`src/rtl/cpu_uart_io.sv`:
```
// cpu_uart_io: CPU-facing serial I/O responder.
//   Transmit: each accepted write has its low byte sent as an 8N1 UART frame.
//   Receive : incoming 8N1 frames land in r_data and raise irr until the CPU acks.
// Ports:
//   clk, rst_n      clock and synchronous active-low reset
//   w_req, w_data   CPU write request pulse and payload (bits [7:0] are sent)
//   w_busy          transmitter busy; w_req is ignored while high
//   r_data, irr     last received byte (zero-extended) and pending-byte interrupt
//   ack             CPU acknowledge of the pending byte
//   uart_tx         serial output, idles high
//   uart_rx         serial input, asynchronous to clk
module cpu_uart_io #(
  parameter int CLK_PER_BIT = 868
) (
  input  logic        clk,
  input  logic        rst_n,
  input  logic        w_req,
  input  logic [31:0] w_data,
  output logic        w_busy,
  output logic [31:0] r_data,
  output logic        irr,
  input  logic        ack,
  output logic        uart_tx,
  input  logic        uart_rx
);

  localparam int CNT_W = (CLK_PER_BIT > 1) ? $clog2(CLK_PER_BIT) : 1;
  localparam logic [CNT_W-1:0] BIT_LAST  = CNT_W'(CLK_PER_BIT - 1);
  localparam logic [CNT_W-1:0] HALF_LAST = CNT_W'(CLK_PER_BIT / 2 - 1);

  typedef enum logic [1:0] {
    ST_IDLE  = 2'd0,
    ST_START = 2'd1,
    ST_DATA  = 2'd2,
    ST_STOP  = 2'd3
  } state_e;

  // Only the low byte is transmitted.
  logic unused_wdata_s;
  assign unused_wdata_s = ^w_data[31:8];

  // ---------------- transmit path ----------------
  state_e           tx_state_q, tx_state_d;
  logic [CNT_W-1:0] tx_cnt_q, tx_cnt_d;
  logic [2:0]       tx_idx_q, tx_idx_d;
  logic [7:0]       tx_byte_q, tx_byte_d;
  logic             tx_line_q, tx_line_d;
  logic             tx_busy_q, tx_busy_d;

  // TX state register.
  always_ff @(posedge clk) begin
    if (!rst_n) begin
      tx_state_q <= ST_IDLE;
      tx_cnt_q   <= '0;
      tx_idx_q   <= 3'd0;
      tx_byte_q  <= 8'd0;
      tx_line_q  <= 1'b1;
      tx_busy_q  <= 1'b0;
    end else begin
      tx_state_q <= tx_state_d;
      tx_cnt_q   <= tx_cnt_d;
      tx_idx_q   <= tx_idx_d;
      tx_byte_q  <= tx_byte_d;
      tx_line_q  <= tx_line_d;
      tx_busy_q  <= tx_busy_d;
    end
  end

  // TX next state; the line level is registered so it changes on the bit boundary edge.
  always_comb begin
    tx_state_d = tx_state_q;
    tx_cnt_d   = tx_cnt_q;
    tx_idx_d   = tx_idx_q;
    tx_byte_d  = tx_byte_q;
    tx_line_d  = tx_line_q;
    tx_busy_d  = tx_busy_q;
    case (tx_state_q)
      ST_IDLE: begin
        if (w_req) begin
          tx_byte_d  = w_data[7:0];
          tx_state_d = ST_START;
          tx_cnt_d   = '0;
          tx_idx_d   = 3'd0;
          tx_line_d  = 1'b0;
          tx_busy_d  = 1'b1;
        end else begin
          tx_line_d = 1'b1;
          tx_busy_d = 1'b0;
        end
      end
      ST_START: begin
        if (tx_cnt_q == BIT_LAST) begin
          tx_cnt_d   = '0;
          tx_state_d = ST_DATA;
          tx_line_d  = tx_byte_q[0];
        end else begin
          tx_cnt_d = tx_cnt_q + 1'b1;
        end
      end
      ST_DATA: begin
        if (tx_cnt_q == BIT_LAST) begin
          tx_cnt_d = '0;
          if (tx_idx_q == 3'd7) begin
            tx_state_d = ST_STOP;
            tx_line_d  = 1'b1;
          end else begin
            tx_idx_d  = tx_idx_q + 3'd1;
            tx_line_d = tx_byte_q[tx_idx_q + 3'd1];
          end
        end else begin
          tx_cnt_d = tx_cnt_q + 1'b1;
        end
      end
      ST_STOP: begin
        if (tx_cnt_q == BIT_LAST) begin
          tx_cnt_d   = '0;
          tx_state_d = ST_IDLE;
          tx_busy_d  = 1'b0;
        end else begin
          tx_cnt_d = tx_cnt_q + 1'b1;
        end
      end
      default: begin
        tx_state_d = ST_IDLE;
        tx_cnt_d   = '0;
        tx_line_d  = 1'b1;
        tx_busy_d  = 1'b0;
      end
    endcase
  end

  // ---------------- receive path ----------------
  logic             rx_meta_q, rx_s_q, rx_prev_q;
  state_e           rx_state_q, rx_state_d;
  logic [CNT_W-1:0] rx_cnt_q, rx_cnt_d;
  logic [2:0]       rx_idx_q, rx_idx_d;
  logic [7:0]       rx_shift_q, rx_shift_d;
  logic [7:0]       rx_data_q, rx_data_d;
  logic             irr_q, irr_d;

  // Two-flop synchronizer plus a delayed copy for falling-edge detection.
  always_ff @(posedge clk) begin
    if (!rst_n) begin
      rx_meta_q <= 1'b1;
      rx_s_q    <= 1'b1;
      rx_prev_q <= 1'b1;
    end else begin
      rx_meta_q <= uart_rx;
      rx_s_q    <= rx_meta_q;
      rx_prev_q <= rx_s_q;
    end
  end

  // RX state register.
  always_ff @(posedge clk) begin
    if (!rst_n) begin
      rx_state_q <= ST_IDLE;
      rx_cnt_q   <= '0;
      rx_idx_q   <= 3'd0;
      rx_shift_q <= 8'd0;
      rx_data_q  <= 8'd0;
      irr_q      <= 1'b0;
    end else begin
      rx_state_q <= rx_state_d;
      rx_cnt_q   <= rx_cnt_d;
      rx_idx_q   <= rx_idx_d;
      rx_shift_q <= rx_shift_d;
      rx_data_q  <= rx_data_d;
      irr_q      <= irr_d;
    end
  end

  // RX next state. A framing error leaves rx_s low, so rx_prev_q must see a 1 again
  // before another falling edge can start a frame.
  always_comb begin
    rx_state_d = rx_state_q;
    rx_cnt_d   = rx_cnt_q;
    rx_idx_d   = rx_idx_q;
    rx_shift_d = rx_shift_q;
    rx_data_d  = rx_data_q;
    irr_d      = irr_q;
    case (rx_state_q)
      ST_IDLE: begin
        if (rx_prev_q && !rx_s_q) begin
          rx_state_d = ST_START;
          rx_cnt_d   = '0;
        end else begin
          rx_cnt_d = '0;
        end
      end
      ST_START: begin
        if (rx_cnt_q == HALF_LAST) begin
          rx_cnt_d = '0;
          rx_idx_d = 3'd0;
          if (rx_s_q) begin
            rx_state_d = ST_IDLE;
          end else begin
            rx_state_d = ST_DATA;
          end
        end else begin
          rx_cnt_d = rx_cnt_q + 1'b1;
        end
      end
      ST_DATA: begin
        if (rx_cnt_q == BIT_LAST) begin
          rx_cnt_d   = '0;
          rx_shift_d = {rx_s_q, rx_shift_q[7:1]};
          if (rx_idx_q == 3'd7) begin
            rx_state_d = ST_STOP;
          end else begin
            rx_idx_d = rx_idx_q + 3'd1;
          end
        end else begin
          rx_cnt_d = rx_cnt_q + 1'b1;
        end
      end
      ST_STOP: begin
        if (rx_cnt_q == BIT_LAST) begin
          rx_cnt_d   = '0;
          rx_state_d = ST_IDLE;
        end else begin
          rx_cnt_d = rx_cnt_q + 1'b1;
        end
      end
      default: begin
        rx_state_d = ST_IDLE;
        rx_cnt_d   = '0;
      end
    endcase

    // A completed byte beats a simultaneous ack.
    if ((rx_state_q == ST_STOP) && (rx_cnt_q == BIT_LAST) && rx_s_q) begin
      rx_data_d = rx_shift_q;
      irr_d     = 1'b1;
    end else if (ack) begin
      irr_d = 1'b0;
    end else begin
      irr_d = irr_q;
    end
  end

  assign uart_tx = tx_line_q;
  assign w_busy  = tx_busy_q;
  assign r_data  = {24'd0, rx_data_q};
  assign irr     = irr_q;

endmodule

```
`config.mk`:
```
export PLATFORM = sky130hd
export DESIGN_NAME = cpu_uart_io
export DESIGN_NICKNAME = d
export VERILOG_FILES = /design/src/rtl/cpu_uart_io.sv
export SDC_FILE = /design/constraint.sdc
export NUM_CORES = 1
export LEC_CHECK = 0
export CORE_MARGIN = 2
export CORE_UTILIZATION = 53
export DETAILED_ROUTE_END_ITERATION = 16
export GPL_TIMING_DRIVEN = 0
export PLACE_DENSITY = 0.86
export SKIP_CTS_REPAIR_TIMING = 1
export SYNTH_ARGS = -nofsm -noshare
export SYNTH_HDL_FRONTEND = slang
export SYNTH_SLANG_ARGS = --single-unit
```
`constraint.sdc`:
```
create_clock -name clk -period 5.7 [get_ports clk]
set_input_delay 0.855 -clock clk [delete_from_list [all_inputs] [get_ports clk]]
set_output_delay 0.855 -clock clk [all_outputs]
set_load 0.005 [all_outputs]
```
# ---- Yosys cells after proc, flatten, opt, wreduce, memory -nomap -nowiden
# Index checks and enable logic that the tools add are counted.
dict set report op_classes {
  reduce_logical 21
  order_cmp 1
  n_eq_ne 23
  n_addsub 4
  muxes 39
}
# op count
set op_table {}
lappend op_table {{$mux 10} 4}
lappend op_table {{$pmux 10 s3} 1}
lappend op_table {{$ne 2x2->1 const B} 12}
lappend op_table {{$mux 2} 11}
lappend op_table {{$add 10x1->10 const B} 2}
lappend op_table {{$eq 10x10->1 const B} 2}
lappend op_table {{$pmux 10 s2} 1}
lappend op_table {{$mux 3} 6}
lappend op_table {{$pmux 2 s4} 2}
lappend op_table {{$pmux 3 s2} 2}
lappend op_table {{$eq 10x9->1 const B} 1}
lappend op_table {{$reduce_and 5->1} 2}
lappend op_table {{$mux 1} 9}
lappend op_table {{$eq 2x2->1 const B} 4}
lappend op_table {{$reduce_and 4->1} 2}
lappend op_table {{$reduce_bool 2->1} 4}
lappend op_table {{$add 3x1->3 const B} 2}
lappend op_table {{$eq 3x3->1 const B} 2}
lappend op_table {{$reduce_and 2->1} 3}
lappend op_table {{$eq 2x1->1 const B} 2}
lappend op_table {{$logic_not 2->1} 2}
lappend op_table {{$lt 3x4->1 const B} 1}
lappend op_table {{$bmux 1 s3} 1}
lappend op_table {{$logic_and 1x1->1} 3}
lappend op_table {{7 further kinds} 7}
dict set report word_totals {
  ff_bits 60
  output_inout_bits 35
}

# ---- Depth between registers and ports, before layout
dict set report depth {
  ltp_word 6
  ltp_mapped 9
  depth_no_buf 7
}

# ---- Least setup slack after synthesis
# No wires, ideal clock.
dict set report synth_path {
  kind {flip-flop to flip-flop}
  startpoint {register tx_state_q[0]}
  endpoint {register tx_cnt_q[7]}
  slack_ns 3.855
  period_less_slack_ns 1.845
  path_stages_with_launch 10
  path_buffers 2
  t_arrival_ns 1.713
  cell_sequence {dfxtp_1 inv_1 ha_1 clkbuf_1 nor2b_1 clkbuf_1 nor3_1 nand3_1 xor2_1 nor2_1}
}
dict set report synth_via {
  elab_chain_len 3
  elab_cells_between_ends 7
  classes_between {4 x eq/ne; 1 x mux; 2 x reduce/logical}
}
# element line
set synth_lines {}
lappend synth_lines {{start, declared} 43} ;# state_e tx_state_q, tx_state_d;
lappend synth_lines {{start signal, assigned} 60} ;# tx_state_q <= tx_state_d;
lappend synth_lines {{$eq 2x2->1 or $eq 2x1->1 (tied branches)} 77} ;# case (tx_state_q)
lappend synth_lines {{$reduce_or 3->1 (no source line)} n/a}
lappend synth_lines {{$pmux 10 s2} 77}
lappend synth_lines {{end signal, assigned} 61} ;# tx_cnt_q <= tx_cnt_d;
lappend synth_lines {{end, declared} 44} ;# logic [CNT_W-1:0] tx_cnt_q, tx_cnt_d;
# Several ways; a longest one is shown, not always the timed one.
# A chain may end at the register's enable or synchronous reset.

# ---- Final worst setup path
dict set report layout_path {
  startpoint {input port w_req}
  endpoint {register tx_cnt_q[9]}
}
dict set report layout_via {
  elab_chain_len 1
}
# element line
set layout_lines {}
lappend layout_lines {{start, declared} 17} ;# input logic w_req,
lappend layout_lines {{$ne 2x2->1 (no source line)} n/a}
# Every way passes these cells.

==> metrics.txt <==
r2r startpoint tx_state_q[0]; area fraction of the dominant cell type after synthesis 0.4101; cell chosen for the clock root clkbuf_8; CP delay by family, top buffers and inverters; via count of the first global-routing pass about 2,200; async set or reset register ratio after synthesis 0; die boundary height slightly below 80 um; post-synthesis sequential area ratio 0.4101; net switching share of the total power 0.3141; leading register cell type out of synthesis dfxtp_1; Worst Path Arrival roughly 2500 ps; final global-route overflow total 0; count of different cell masters after synthesis 48; Worst Setup Path Type in -> reg; count of maximum capacitance violations 0; Antenna diodes 0; outcome complete, no violations; Internal 764.2 uW; slew of the pin with the lowest slew margin 614.5 ps; per-instance average area after synthesis around 8.8 um2; launching element of the worst setup path w_req; 1st-iter DRT viols between 90 and 100; Detail Route Antenna Nets 0; leading post-synthesis cells by cell area dfxtp_1 41%, mux2i_1 8.2%, nor2_1 6.5%; CTS Buf Count 9; cells traversed along the worst timing path clkdlybuf4s50_1 > nor2b_1 > clkbuf_1 > nor3_1 > nand3_1 > xor2_1 > nor2_1; die area roughly 0.0061 mm2; clk buf depth 2; Pwr per Cell Area between 300 and 400 mW/mm2; CTS clock-pin slew for the worst setup and hold paths about 70 ps; number of failing hold endpoints at the final stage 0; Max Clock Freq around 440 MHz; detailed placer's ending HPWL a little under 4000 um; Seq cells post-synth 60; area occupied by multi-input gates between 0.0015 and 0.002 mm2; global-route wire length before repair 9404 um; number of instances in the synthesized netlist between 300 and 400; Logic pwr share 0.241; setup TNS 0 ps; Initial Util 0.5419; Floorplan Core Area about 0.0054 mm2; Max-Slew Margin vs Limit 0.5865; proportion of power drawn by flip-flops and latches 0.421; required time worst endpoint slightly below 6000 ps; area added between synthesis and finish 20.67%; net switching component of the power 349.9 uW; DRC violations left 0; number of clock sinks 60; largest net degree at the start of global routing 13; startpoint type of the worst setup path input port; Critical Path Sink Type flip-flop; count of flip-flops with a built-in enable after synthesis 0; # setup viols final 0; commonest non-fill, non-tap cells in the layout 60 x dfxtp_1, 51 x nor2_1, 32 x nand2_1; total leakage power 1.433 nW; power share of the clock group 0.337; WP buf/inv 2; FILL cells between 400 and 500; setup repair after global routing missed its margin no; CTS tree built; final worst path period share 0.3988; kind of path behind the tightest hold check reg -> reg; clock latency at the later pin of the worst-skew pair 340 ps; final slew viol count 0; Util after Layout 0.6539; fraction of final layout cells with drive strength greater than 1 0.1392; cell taking the most area after synthesis dfxtp_1; post-layout instance count excluding filler cells between 400 and 500; number of rows created at floorplan 27; WL final approximately 5500 um; total number of vias 2,312; Buffers on Ports 23; Crit path largest cell delay between 500 and 600 ps; maximum vdd ir drop roughly 0.20 mV; area used by sequential logic in the layout 0.001201 mm2; Yosys Warn Count 0; x dimension of the die 78.34 um; # nets final between 400 and 500; drt pass-1 iters 4; routed wire length per instance ~12 um; slowest stage cell, crit path clkdlybuf4s50_1; netlist area before placement 0.002929 mm2; weighted congestion reported at the end of routability-driven placement 0.8982; initial antenna violation count 0; maximum fanout encountered on the critical timing path 9; Placed Instances between 400 and 500; GRT Overall Usage 0.1918; commonest non-fill, non-tap cell in the layout dfxtp_1; I/O pin count 72; final period demand of the worst path 2273 ps; Hold Startpoint rx_meta_q; mean number of vias per cell between 4 and 5; Clock Skews roughly 7 ps; H-tree depth 3
==> through the flow <==
stage	total power, mW	hold WS (ps)	cell area (um2)	worst slack, ps
global placement	0.7301	397.3	3336	3151
CTS	1.117	418.4	3535	3449
global route	1.173	475.0	3535	3280
detailed placement	0.7414	392.9	3336	3105
floorplan	0.6723	386.3	3015	3855
finish	1.114	418.5	3535	3427
==> synth_stat cells (8+ instances only) <==
library cell,n
a21oi_1,17
buf_4,24
dfxtp_1,60
ha_1,12
inv_1,9
mux2i_1,24
nand2_1,32
nand3_1,14
nor2_1,51
xnor2_1,8
xor2_1,8
==> worst register-to-register path: cells and delay by family (launching register included) <==
family | cells | cell delay [ps]
xor+xnor | 1 | 190
fa+ha+maj | 1 | 200
buf+inv | 3 | 490
flops | 1 | 400
simple gates | 4 | 810
==> routing by layer <==
metal,part of all wire,vias to the layer above,track usage
met4,0.014,0,0.08070
met2,0.50,53,0.3336
met3,0.040,10,0.06092
li1,-,1194,-
met1,0.44,1055,0.2163
met5,0,-,0
==> sequential cells by signal, summed over array words and instances (netlist names), named ones only <==
register,cells
tx_byte_q,8
rx_data_q,8
uart_tx,1
rx_cnt_q,10
w_busy,1
tx_state_q,2
rx_idx_q,3
tx_idx_q,3
tx_cnt_q,10
rx_s_q,1
rx_shift_q,8
rx_prev_q,1
rx_state_q,1
rx_meta_q,1
irr,1
==> power groups by stage <==
| stage | combinational (mW) | sequential (mW) | clock [mW] |
|---|---|---|---|
| 6_report | 0.269 | 0.470 | 0.376 |
| 5_1_grt | 0.302 | 0.473 | 0.399 |
| 4_1_cts | 0.265 | 0.469 | 0.383 |
| 3_5_place_dp | 0.263 | 0.479 | 0 |
| 3_3_place_gp | 0.253 | 0.477 | 0 |
| 2_1_floorplan | 0.199 | 0.473 | 0 |
==> area by class of cell <==
class / count / area share
clock inverter: 7 / 0.02124
multi-input combinational: 251 / 0.4329
clock buffer: 9 / 0.03504
sequential: 60 / 0.3398
timing repair buffer: 23 / 0.06513
inverter: 10 / 0.01062
tap: 72 / 0.02549
buffer: 35 / 0.06973
==> path summary, 6_finish.rpt <==
check	to	slack (ps)	cells past startpoint
max reg2reg	tx_cnt_q[9]	3500	9
min reg2reg	rx_s_q	420	1
max	tx_cnt_q[9]	3430	7
min	rx_s_q	420	1
==> cells by family after synthesis <==
family                   share of synthesized area
buffers and inverters                      0.09696
other                                     0.001280
multiplexers                               0.09355
XOR/XNOR                                   0.04784
AO/OA/AOI/OAI                              0.07219
flip-flops                                  0.4101
adder cells (fa/ha/maj)                    0.05126
AND/OR/NAND/NOR                             0.2268
(Power assumes the default switching activity.)
